### config.mk
export PLATFORM = sky130hd
export DESIGN_NAME = mc_perf_cnt
export DESIGN_NICKNAME = d
export VERILOG_FILES = /design/src/rtl/mc_pkg.sv /design/src/rtl/mc_perf_cnt.sv
export SDC_FILE = /design/constraint.sdc
export NUM_CORES = 1
export LEC_CHECK = 0
export ABC_AREA = 1
export CORE_ASPECT_RATIO = 1.75
export CORE_MARGIN = 8
export CORE_UTILIZATION = 30
export DETAILED_ROUTE_END_ITERATION = 8
export PLACE_DENSITY = 0.52
export SYNTH_ARGS = -nofsm -noshare
export SYNTH_HDL_FRONTEND = slang
export SYNTH_SLANG_ARGS = --single-unit
### constraint.sdc
create_clock -name clk -period 1.2 [get_ports clk]
set_input_delay 0.24 -clock clk [delete_from_list [all_inputs] [get_ports clk]]
set_output_delay 0.24 -clock clk [all_outputs]
set_load 0.005 [all_outputs]
### src/rtl/mc_pkg.sv
// Shared encodings for the multicycle MIPS control unit: FSM states, opcodes,
// datapath mux select codes and the packed control-word bundle.
package mc_pkg;

  typedef enum logic [3:0] {
    S_FETCH    = 4'd0,
    S_DECODE   = 4'd1,
    S_MEMCALC  = 4'd2,
    S_MEMLOAD  = 4'd3,
    S_MEMWRITE = 4'd4,
    S_REGWRITE = 4'd5,
    S_REXEC    = 4'd6,
    S_RFINISH  = 4'd7,
    S_OREXEC   = 4'd8,
    S_ORFINISH = 4'd9,
    S_BR       = 4'd10,
    S_JAL      = 4'd11
  } state_e;

  localparam logic [2:0] OP_ADDU = 3'd0;
  localparam logic [2:0] OP_SUBU = 3'd1;
  localparam logic [2:0] OP_ORI  = 3'd2;
  localparam logic [2:0] OP_LW   = 3'd3;
  localparam logic [2:0] OP_SW   = 3'd4;
  localparam logic [2:0] OP_BEQ  = 3'd5;
  localparam logic [2:0] OP_JAL  = 3'd6;

  localparam logic [1:0] PC_SRC_SEQ = 2'd0;
  localparam logic [1:0] PC_SRC_BR  = 2'd1;
  localparam logic [1:0] PC_SRC_JMP = 2'd2;

  localparam logic       ALU_A_PC = 1'b0;
  localparam logic       ALU_A_RA = 1'b1;

  localparam logic [1:0] ALU_B_4      = 2'd0;
  localparam logic [1:0] ALU_B_RB     = 2'd1;
  localparam logic [1:0] ALU_B_IMM    = 2'd2;
  localparam logic [1:0] ALU_B_IMM_SH = 2'd3;

  localparam logic [1:0] ALU_ADD = 2'd0;
  localparam logic [1:0] ALU_SUB = 2'd1;
  localparam logic [1:0] ALU_OR  = 2'd2;

  localparam logic       EXT_ZERO = 1'b0;
  localparam logic       EXT_SIGN = 1'b1;

  localparam logic [1:0] RF_W_RT  = 2'd0;
  localparam logic [1:0] RF_W_RD  = 2'd1;
  localparam logic [1:0] RF_W_R31 = 2'd2;

  localparam logic [1:0] RF_DIN_ALU = 2'd0;
  localparam logic [1:0] RF_DIN_DR  = 2'd1;
  localparam logic [1:0] RF_DIN_PC  = 2'd2;

  typedef struct packed {
    logic       pc_wr;
    logic       ir_wr;
    logic       ab_wr;
    logic       alu_out_wr;
    logic       target_wr;
    logic       dr_wr;
    logic       dm_wr;
    logic       rf_wr;
    logic [1:0] pc_src;
    logic       alu_a_sel;
    logic [1:0] alu_b_sel;
    logic [1:0] alu_ctrl;
    logic       ext_sz;
    logic [1:0] rf_w_sel;
    logic [1:0] rf_din_sel;
  } ctrl_t;

  localparam ctrl_t CTRL_IDLE = '0;

endpackage

### src/rtl/mc_perf_cnt.sv
// Free-running cycle counter and instruction-retire counter; both wrap.
module mc_perf_cnt
  import mc_pkg::*;
#(
  parameter int CNT_W = 32
) (
  input  logic             clk,
  input  logic             rst,
  input  logic             retire,
  output logic [CNT_W-1:0] cyc_cnt,
  output logic [CNT_W-1:0] ret_cnt
);

  always_ff @(posedge clk or negedge rst) begin
    if (!rst) begin
      cyc_cnt <= '0;
      ret_cnt <= '0;
    end else begin
      cyc_cnt <= cyc_cnt + CNT_W'(1);
      if (retire) ret_cnt <= ret_cnt + CNT_W'(1);
    end
  end

endmodule

# Yosys cells after proc, flatten, opt, wreduce, memory -nomap -nowiden

Index checks and enable logic that the tools add are counted.
Widths: inputs -> output; s select.

Register bits after elaboration: 64
Output and inout bits: 64

$add $sub $neg: 2

Operator list:

| kind                  | count |
|---|---|
| $add 32x1->32 const B | 2 |

# Depth between registers and ports, before layout

Depth in word-level cells: 1
Mapped depth: 9

# Worst setup path after synthesis

OpenSTA, ideal clock, no wires.

Kind: register to register
From: reg cyc_cnt[0]
To: reg cyc_cnt[18]
Arrival time: 1246 ps
Data required time: 1080 ps
Slack: -166 ps
Stages on the path, launching flop included: 9
Buffers on the path: 0
Clock period less this slack: 1366 ps
Cells stage by stage: dfrtp_1 > ha_1 > nand3_2 > inv_2 > nand2_4 > nor2_4 > inv_2 > o21ai_1 > nand2_1

Longest elaborated chain between the ends: 1

Ends and longest elaborated chain:

| element                | line              | RTL |
|---|---|---|
| from (decl)            | mc_perf_cnt.sv:10 | `output logic [CNT_W-1:0] cyc_cnt,` |
| from (signal assigned) | mc_perf_cnt.sv:19 | `cyc_cnt <= cyc_cnt + CNT_W'(1);` |
| $add 32x1->32          | mc_perf_cnt.sv:19 |  |

No other way between the ends.
A chain may end at the register's enable or synchronous reset.

# Worst setup path after layout

From: reg cyc_cnt[13]
To: reg cyc_cnt[18]

The elaborated chain is that of the path after synthesis.

==> key figures <==
Detailed routing
  – Metal2 WL: 7600 um
  – Wire length on met3: 592 um
  – Routed len/inst: 15.8 um
  – # DRC: 0
  – WL final: 14,000 um
  – First-pass iteration count of the detailed router: 4
  – Vias per cell: 4.67
  – Post-route ant nets: 0
  – Top Metal Used: met4
  – Via count: 4,129
  – Metal-1 WL: 4930 um
  – Detailed Route Iter0 Violations: 104

Setup path
  – Crit end category: register
  – Crit Path Max Fanout: 3
  – CP startpoint kind: register
  – Reg2reg path depth: 7
  – Setup CP Type: reg -> reg
  – Required time of the critical path: 1420 ps
  – Arrival time worst endpoint: 1630 ps

Placement
  – Detailed placer's ending HPWL: 8630 um
  – Placed Area: 0.00513 mm^2
  – Gpl congestion: 0.914
  – Pre-CTS WS: -516 ps
  – Port Buffers: 66

Synthesis
  – Cell Area, Synth: 0.00355 mm^2
  – Top post-synthesis cells by count: nand2_1, dfrtp_1, nor2_1
  – Yosys top cell by area: dfrtp_1
  – Top FF cell, synth: dfrtp_1
  – Synth top area share: 45.1%
  – Syn avg cell area: 7.77 um^2
  – EDFF count, synth: 0
  – Unique masters post-synth: 21
  – Syn nets: 462
  – Area contributors post-synth: dfrtp_1, nand2_1, nor2_1
  – Async SR Flop Fraction: 100%
  – FF+latch count, synth: 64
  – Count leader, synth: nand2_1
  – Syn Inst Count: 457
  – Share of the yosys chip area belonging to registers: 45.1%
  – YS warnings: 0

STA
  – Part of the cycle the worst path needs: 118%
  – Setup violators final: 71
  – Final min period: 1410 ps
  – Final Max Slew Viols: 0
  – RSZ-0062 raised after global routing: yes
  – Final hold violation count: 0
  – Max-slew headroom: 74.9%
  – Hold WS: 460 ps
  – Post-route setup TNS: -6900 ps
  – Slew of the pin with the lowest slew margin: 377 ps
  – Final worst slack: -215 ps
  – Highest clock rate: 707 MHz
  – Worst Skew: 7.14 ps

Finish
  – Design Area, Final: 0.00722 mm^2
  – Antenna diodes: 0
  – Layout cell share with drive strength beyond 1: 59.2%
  – Final Util: 62.3%
  – Layout area overhead: 103%
  – Number of nets in the layout: 750

Pwr
  – Internal: 4.84 mW
  – Reg power frac: 35.5%
  – Peak VDD IR: 0.000615 V
  – P_sw: 1.82 mW
  – Static leakage: 3.85 nW
  – Clock Power Share: 40.4%
  – PD cells: 923 mW/mm^2
  – Sw Ratio: 27.4%
  – Comb pwr share: 24.1%

Floorplanning
  – Die Area: 0.0157 mm^2
  – Initial Util: 30.7%
  – Row cnt: 52
  – Die Height: 160 um
  – Boundary Pins: 67
  – CORE AREA: 0.0116 mm^2
  – Die Width: 98.2 um

CTS
  – Clock Path Buffers: 2
  – Clock Latency Late Sink: 330 ps
  – Clock Sinks: 64
  – H-tree depth: 3
  – Clock transition at path regs: 60 ps
  – CTS tree: built
  – Clock root cell: clkbuf_16
  – Total CTS buffers: 9

Run
  – Max-Cap Viols: 0

GRT
  – Tot GR Track Use: 17.1%
  – First-pass GRT wire length: 21,100 um
  – Remaining global-route overflow: 0
  – Number of global-route vias before repair: 4,297
  – Initial antenna violation count: 0
  – Largest net degree at the start of global routing: 65

Hold path
  – Worst hold path class: in -> async

Run status
  – Status: complete, but fails checks
  – Failing checks: negative setup slack
[state kept, by name, summed over array words and instances, names as in the netlist]
signal,count
cyc_cnt,32
ret_cnt,32
[placed cells by master (no fill, tap or decap), types with 2 or more instances in the layout]
cell             instances
nand4_1                 10
nand3_4                  4
clkinvlp_4               2
xnor2_1                  9
dfrtp_1                 51
nand3_2                  9
buf_4                  135
inv_2                    7
buf_6                  111
nor2_4                  37
xor2_1                  23
nor2_1                  19
clkbuf_16                9
nor2_2                  24
nand3b_1                11
nor3_2                   3
clkinv_2                 2
nor3_4                   4
buf_2                    8
nand3_1                 10
nand2_2                 25
dfrtp_2                 13
xnor2_2                  4
clkdlybuf4s15_1         12
ha_4                     2
nand2_1                113
nand2_4                 29
clkbuf_2                 9
inv_1                   44
[what timing repair did]
item | 4_1_cts | 5_1_grt
hold endpoints to repair | 64 | 0
pin swaps | 63 | 87
setup buffers | 101 | 33
hold buffers | 1 | 0
gates resized for setup | 389 | 129
endpoints found under the setup margin | 115 | 101
[stage by stage]
step,cells,total power [mW]
after global routing,885,6.94
after global placement,753,3.33
after detailed placement,753,3.35
after floorplan,457,2.75
after CTS,866,6.50
final,885,6.66
[critical path, cell delays in order, from the launching register on]
cell and delay, ps:
dfrtp_2 370, buf_6 130, nand2_2 70, buf_4 150, nor2_1 90, nand4_1 230
o21ai_2 200, nand2_1 60
[metal layers]
| metal | up-vias | global-route usage [%] |
|---|---|---|
| met4 | 0 | 11.9 |
| met3 | 50 | 3.79 |
| met2 | 130 | 32.2 |
| met5 | - | 0 |
| met1 | 1966 | 15.8 |
| li1 | 1983 | - |
[final timing paths]
kind                             startpoint           to  slack, ps
worst max-delay path            cyc_cnt[13]  cyc_cnt[18]       -210
worst min-delay path                    rst   ret_cnt[2]        460
max in group asynchronous               rst  ret_cnt[15]        390
worst max register to register  cyc_cnt[13]  cyc_cnt[18]       -210
worst min register to register  ret_cnt[31]  ret_cnt[31]        510
min in group clk                     retire   ret_cnt[1]        500
[area by class of cell]
class,instances,area [um^2]
clock buffer,11,243
tap,135,169
inverter,53,205
multi-input combinational,339,2420
fill,946,4360
timing repair buffer,278,2510
sequential,64,1620
clock inverter,5,56.3
[power groups by stage]
stage / clock network (mW) / logic, mW / registers (mW)
after detailed placement: 0 / 0.868 / 2.48
after global routing: 2.83 / 1.73 / 2.38
final: 2.69 / 1.61 / 2.37
after CTS: 2.72 / 1.43 / 2.35
after floorplan: 0 / 0.273 / 2.48
after global placement: 0 / 0.860 / 2.47
[kinds of logic (layout without fill, tap and decap cells)]
logic type | Yosys count | after routing | share of synthesized area (%)
and+or+nand+nor | 299 | 299 | 39.1
buffers and inverters | 54 | 347 | 5.82
DFF | 64 | 64 | 45.1
adders and majority gates | 2 | 2 | 0.705
AOI/OAI and AO/OA | 1 | 1 | 0.141
xor gates and xnor gates | 37 | 37 | 9.13
No activity file was read; power rests on OpenSTA's default activity.
